`src/rtl/hier_loopback_return.sv`:
```
// hier_loopback_return: two independent 3-bit valid/ready FIFOs closing the B->A and D->C loops; define HIER_LOOPBACK_BYPASS_EN for same-cycle pass-through when empty
module hier_loopback_fifo #(
  parameter int DEPTH = 4
) (
  input  logic       clk,
  input  logic       rst_n,
  input  logic [2:0] in_data_i,
  input  logic       in_valid_i,
  output logic       in_ready_o,
  output logic [2:0] out_data_o,
  output logic       out_valid_o,
  input  logic       out_ready_i
);
  localparam int AW = $clog2(DEPTH);
  logic [2:0] mem_q [DEPTH];
  logic [AW-1:0] wr_q, wr_d, rd_q, rd_d;
  logic [AW:0] cnt_q, cnt_d;
  logic empty, byp, push, pop;
  always_comb begin
    empty = cnt_q == '0;
`ifdef HIER_LOOPBACK_BYPASS_EN
    byp = empty && in_valid_i;
`else
    byp = 1'b0;
`endif
    in_ready_o = cnt_q != (AW+1)'(DEPTH);
    out_valid_o = !empty || byp;
    out_data_o = !empty ? mem_q[rd_q] : byp ? in_data_i : 3'b000;
    push = in_valid_i && in_ready_o && !(byp && out_ready_i);
    pop = out_valid_o && out_ready_i && !empty;
    wr_d = wr_q + AW'(push);
    rd_d = rd_q + AW'(pop);
    cnt_d = cnt_q + (AW+1)'(push) - (AW+1)'(pop);
  end
  always_ff @(posedge clk) begin
    if (push) mem_q[wr_q] <= in_data_i;
  end
  always_ff @(posedge clk or negedge rst_n) begin
    if (!rst_n) begin
      wr_q <= '0;
      rd_q <= '0;
      cnt_q <= '0;
    end else begin
      wr_q <= wr_d;
      rd_q <= rd_d;
      cnt_q <= cnt_d;
    end
  end
endmodule

module hier_loopback_return #(
  parameter int DEPTH = 4
) (
  input  logic clk,
  input  logic rst_n,
  input  logic B_0_0,
  input  logic B_0_1,
  input  logic B_0_2,
  input  logic b_valid,
  output logic b_ready,
  output logic A_0_0,
  output logic A_0_1,
  output logic A_0_2,
  output logic a_valid,
  input  logic a_ready,
  input  logic D_0_0,
  input  logic D_0_1,
  input  logic D_0_2,
  input  logic d_valid,
  output logic d_ready,
  output logic C_0_0,
  output logic C_0_1,
  output logic C_0_2,
  output logic c_valid,
  input  logic c_ready
);
  logic [2:0] a_data, c_data;
  assign {A_0_0, A_0_1, A_0_2} = a_data;
  assign {C_0_0, C_0_1, C_0_2} = c_data;
  hier_loopback_fifo #(.DEPTH(DEPTH)) u_ba (
    .clk(clk), .rst_n(rst_n),
    .in_data_i({B_0_0, B_0_1, B_0_2}), .in_valid_i(b_valid), .in_ready_o(b_ready),
    .out_data_o(a_data), .out_valid_o(a_valid), .out_ready_i(a_ready)
  );
  hier_loopback_fifo #(.DEPTH(DEPTH)) u_dc (
    .clk(clk), .rst_n(rst_n),
    .in_data_i({D_0_0, D_0_1, D_0_2}), .in_valid_i(d_valid), .in_ready_o(d_ready),
    .out_data_o(c_data), .out_valid_o(c_valid), .out_ready_i(c_ready)
  );
endmodule

```
`config.mk`:
```
export PLATFORM = sky130hd
export DESIGN_NAME = hier_loopback_return
export DESIGN_NICKNAME = d
export VERILOG_FILES = /design/src/rtl/hier_loopback_return.sv
export SDC_FILE = /design/constraint.sdc
export NUM_CORES = 1
export LEC_CHECK = 0
export CAP_MARGIN = 10
export CORE_MARGIN = 2
export CORE_UTILIZATION = 50
export CTS_CLUSTER_DIAMETER = 60
export DETAILED_ROUTE_END_ITERATION = 8
export PLACE_DENSITY = 0.71
export SLEW_MARGIN = 20
export SYNTH_ARGS = -nofsm -noshare
export SYNTH_HDL_FRONTEND = slang
export SYNTH_SLANG_ARGS = --single-unit
export TNS_END_PERCENT = 30
```
`constraint.sdc`:
```
create_clock -name clk -period 6.5 [get_ports clk]
set_input_delay 1.3 -clock clk [delete_from_list [all_inputs] [get_ports clk]]
set_output_delay 1.3 -clock clk [all_outputs]
set_load 0.02 [all_outputs]
```
**Word-level counts from Yosys, hierarchy flattened**

Memory sizes are Yosys's and may differ from the RTL's.
Cells that the tools add are included.

- Memories: 2
- Bits in writable memories: 24
- Logic and storage cells: 34
- Register bits: 14
- Output and inout bits: 10

- Mux-type cells: 6
- Reduce and logical (&&, ||, !) cells: 10
- $add $sub $neg: 8
- Equality and inequality tests: 2

Memory list:

| memory | words | bits a word | rd ports | clocked after memory_dff | wr ports | RTL line | source |
|---|---|---|---|---|---|---|---|
| u_ba.mem_q | 4 | 3 | 1 | 0 | 1 | 15 | `logic [2:0] mem_q [DEPTH];` |
| u_dc.mem_q | 4 | 3 | 1 | 0 | 1 | 15 |  |

Operators by type and width:

| kind | count |
|---|---|
| 2-bit by 1-bit adder with 2-bit output | 4 |
| 3-bit by 1-bit adder with 3-bit output | 2 |
| 1-bit logical AND | 6 |
| 3-bit logical NOT | 2 |
| 3-bit 2-to-1 mux | 2 |
| 3-bit != test, second input constant | 2 |
| 3-bit by 1-bit subtractor with 3-bit output | 2 |
| 1-bit 2-to-1 mux | 4 |
| 1-bit logical NOT | 2 |

**Logic depth before layout (Yosys ltp)**

- Depth after elaboration: 5
- Gate-level depth with buffers: 8
- Depth with buffers taken out: 8

**Modules after synthesis**

From an unflattened synthesis, not the netlist that was laid out.

- Cells, all modules: 96
- Area, all modules: 1634.1 um^2

Modules (own cells, without submodules):

| module | area an instance (um^2) | cells each | instances |
|---|---|---|---|
| hier_loopback_fifo | 817.0 | 48 | 2 |

**Least setup slack after synthesis**

Ideal clock, no wire load.

- Kind: input -> register
- From: input a_ready
- To: register u_ba.cnt_q[2]
- Stages: 7
- Slack: 3823 ps
- Library setup time: 123 ps
- Data arrival time: 2555 ps
- Cell sequence: and2_1 -> ha_1 -> inv_1 -> ha_1 -> fa_1 -> xor2_1 -> xnor2_1

- Word-level cells in the longest chain between the ends: 3

Ends and longest elaborated chain:

| element | RTL line | source |
|---|---|---|
| start: declaration | 65 | `input logic a_ready,` |
| 1-bit logical AND (2 in a row) | 30 | `pop = out_valid_o && out_ready_i && !empty;` |
| 3-bit by 1-bit subtractor with 3-bit output | 33 | `cnt_d = cnt_q + (AW+1)'(push) - (AW+1)'(pop);` |
| net u_ba.cnt_d[2] | 17 | `logic [AW:0] cnt_q, cnt_d;` |
| end signal: assignment | 46 | `cnt_q <= cnt_d;` |
| end: declaration | 17 |  |

The timed path passes the listed nets, and every way through them passes these cells.

**Final worst setup path**

- From: register u_dc.rd_q[0]
- To: output C_0_1

- Word-level cells in the longest chain between the ends: 2

Ends and longest elaborated chain:

| element | RTL line | source |
|---|---|---|
| start: declaration | 16 | `logic [AW-1:0] wr_q, wr_d, rd_q, rd_d;` |
| start signal: assignment | 45 | `rd_q <= rd_d;` |
| memory 4 x 3 bit | - |  |
| 3-bit 2-to-1 mux | 28 | `out_data_o = !empty ? mem_q[rd_q] : byp ? in_data_i : 3'b000;` |
| end: declaration | 72 | `output logic C_0_1,` |

Every way passes these cells.

==> results.sh <==
export IMPL_status="complete, no violations"
export IMPL_critical_path_top_delay_family="multiplexers"
export IMPL_syn_avg_cell_area_sq_um=17.48
export IMPL_routabilityCongestion=0.6994
export IMPL_slew_headroom_pct=42.65
export IMPL_hold_viol=0
export IMPL_fp_coreArea_sq_um=3078
export IMPL_start_util_pct=53.37
export IMPL_fp_dieW_um=61.32
export IMPL_ir_drop_v=0.0002298
export IMPL_postRouteAntennaNets=0
export IMPL_grt_pass1_vias=847
export IMPL_clockBufferDepth=2
export IMPL_rsz0062_at_grt="false"
export IMPL_routed_via_density=5.205
export IMPL_crit_buf_inv=1
export IMPL_place_port_buffers=21
export IMPL_nFillCells=235
export IMPL_cp_data_arrival_time_ns=2.11
export IMPL_finalNetCount=141
export IMPL_grt_max_degree=15
export IMPL_slew_violations=0
export IMPL_p_leak_uw=0.0007226
export IMPL_dieArea_sq_um=3760
export IMPL_hp_class="flop to flop"
export IMPL_ctsHoldBuffers=0
export IMPL_synth_warnings=0
export IMPL_critPathMaxFanout=5
export IMPL_ys_ff_latch=38
export IMPL_numCtsBuffers=5
export IMPL_grt_pass1_wl_um=4043
export IMPL_synthArstFlopShare_pct=36.84
export IMPL_syn_area_sq_um=1643
export IMPL_grtUsageTotal_pct=16.43
export IMPL_finalSetupViolations=0
export IMPL_synthDistinctLibCells=23
export IMPL_crit_start="u_dc.rd_q[0]"
export IMPL_clock_fmax_mhz=293.6
export IMPL_p_per_area_nw_per_um2=458.3
export IMPL_crit_chain="mux4_2, and2_1, clkdlybuf4s50_1"
export IMPL_cts_tree="yes"
export IMPL_chipHeight_um=61.32
export IMPL_worstMarginPinSlew_ns=0.8483
export IMPL_r2r_end="u_ba.cnt_q[2]"
export IMPL_antenna_found_initial=0
export IMPL_vias=864
export IMPL_post_drt_wl_per_cell_um=15.40
export IMPL_postCtsSetupRepairBufs=0
export IMPL_clock_sinks=38
export IMPL_hold_slack_ns=0.4946
export IMPL_worst_skew_pair_late_latency_ns=0.34
export IMPL_finalWorstPathRequiredPeriod_ns=3.406
export IMPL_syn_num_nets=114
export IMPL_endpoint_kind="output port"
export IMPL_drive_above_1_share_pct=13.93
export IMPL_final_common_cell="edfxtp_1"
export IMPL_ctsHtreeMaxLevel=2
export IMPL_rows=20
export IMPL_cts_resized=0
export IMPL_cp_slowest_cell="mux4_2"
export IMPL_crit_type="flop to output port"
export IMPL_final_cell_mix="edfxtp_1 (24), clkdlybuf4s50_1 (21), dfrtp_1 (14)"
export IMPL_io_pins=22
export IMPL_clockRootBuffer="clkbuf_4"
export IMPL_drt_wl_total_um=2556
export IMPL_finClkSkew_ns=0.01056
export IMPL_clk_pin_slew_ns=0.11
export IMPL_cp_depth=3
export IMPL_synth_edf_count=24
export IMPL_synthToLayoutAreaGrowth_pct=18.74
export IMPL_post_route_period_util_pct=52.40
export IMPL_r2r_setup_slack_ns=4.11
export IMPL_required_ns=5.20
export IMPL_drtIter0Drc=24
export IMPL_slowest_delay_ns=0.54
export IMPL_r2r_start="u_ba.cnt_q[1]"
export IMPL_maxCapViolations=0
export IMPL_cp_start_kind="flop"
export IMPL_yosysSeqAreaShare_pct=65.19
export IMPL_synth_main_ff_cell="edfxtp_1"
export IMPL_syn_inst=94
export IMPL_endpoint="C_0_1"
export IMPL_fin_setup_tns_ns=0
export IMPL_place_hpwl_um=1870
export IMPL_reg2reg_depth=8
export IMPL_drc=0
export IMPL_drt_pass1_iterations=4
export IMPL_overflow=0
export IMPL_antenna_cells=0
## sequential cells by signal, indices dropped and copies added (netlist names)
signal      count
u_dc.mem_q     12
u_ba.rd_q       2
u_dc.rd_q       2
u_ba.wr_q       2
u_ba.cnt_q      3
u_ba.mem_q     12
u_dc.wr_q       2
u_dc.cnt_q      3
## layout make-up
cell class / count / area, sq um / area share (%)
sequential: 38 / 1071 / 54.91
clock buffer: 5 / 37.54 / 1.924
tap: 44 / 55.05 / 2.822
clock inverter: 3 / 16.27 / 0.8339
timing repair buffer: 21 / 210.2 / 10.78
inverter: 7 / 26.28 / 1.347
multi-input combinational: 48 / 534.3 / 27.39
## worst min-delay path by stage
stage	endpoint	cells past startpoint	start
final	u_ba.cnt_q[2]	1	u_ba.cnt_q[2]
after global routing	u_ba.cnt_q[2]	1	u_ba.cnt_q[2]
after CTS	u_ba.cnt_q[2]	1	u_ba.cnt_q[2]
after detailed placement	u_ba.cnt_q[2]	1	u_ba.cnt_q[2]
after global placement	u_ba.cnt_q[2]	1	u_ba.cnt_q[2]
after floorplan	u_ba.cnt_q[2]	1	u_ba.cnt_q[2]
## metrics by stage
| step | setup WS, ns | utilization [%] | cell area [sq um] | std cells | total power (uW) |
|---|---|---|---|---|---|
| 6_report | 3.094 | 63.37 | 1951 | 166 | 894.0 |
| 5_1_grt | 2.972 | 63.37 | 1951 | 166 | 965.4 |
| 4_1_cts | 3.060 | 63.37 | 1951 | 166 | 907.3 |
| 3_5_place_dp | 3.335 | 61.63 | 1897 | 158 | 792.1 |
| 3_3_place_gp | 3.402 | 61.63 | 1897 | 158 | 772.5 |
| 2_1_floorplan | 3.823 | - | 1643 | 94 | 654.0 |
## power breakdown
part	leakage [uW]	internal (uW)	total [uW]	switching [uW]
clock network	0.0000286	40.2	115	75.0
logic	0.000311	204	369	165
registers	0.000383	340	410	70.4
total	0.000723	583	894	311
## per-layer routing
metal  share of wire [%]  track usage (%)  vias up  routed length, um
met2                  50            24.16       19               1276
met1                  44            22.11      432               1125
met4                 2.5            9.627        0                 65
li1                    -                -      407                  -
met5                   0                0        -                  0
met3                 3.5            4.412        6                 89
## cells by family (layout without fill, tap and decap cells)
logic type,after synthesis,count (layout),share of synthesized area (%)
adder cells (fa/ha/maj),8,8,7.007
multiplexers,7,7,8.835
AND/OR/NAND/NOR,22,22,10.89
flip-flops,38,38,65.19
buffers and inverters,8,36,2.285
AO/OA/AOI/OAI,2,2,0.9904
XOR/XNOR,9,9,4.798
## synthesized netlist by cell type (4+ instances only)
library cell,instances,area [sq um]
dfrtp_1,14,350.3
edfxtp_1,24,720.7
mux4_2,6,135.1
and2_1,7,43.79
inv_1,7,26.28
xor2_1,4,35.03
ha_1,6,75.07
xnor2_1,5,43.79
No activity file was read; power rests on OpenSTA's default activity.
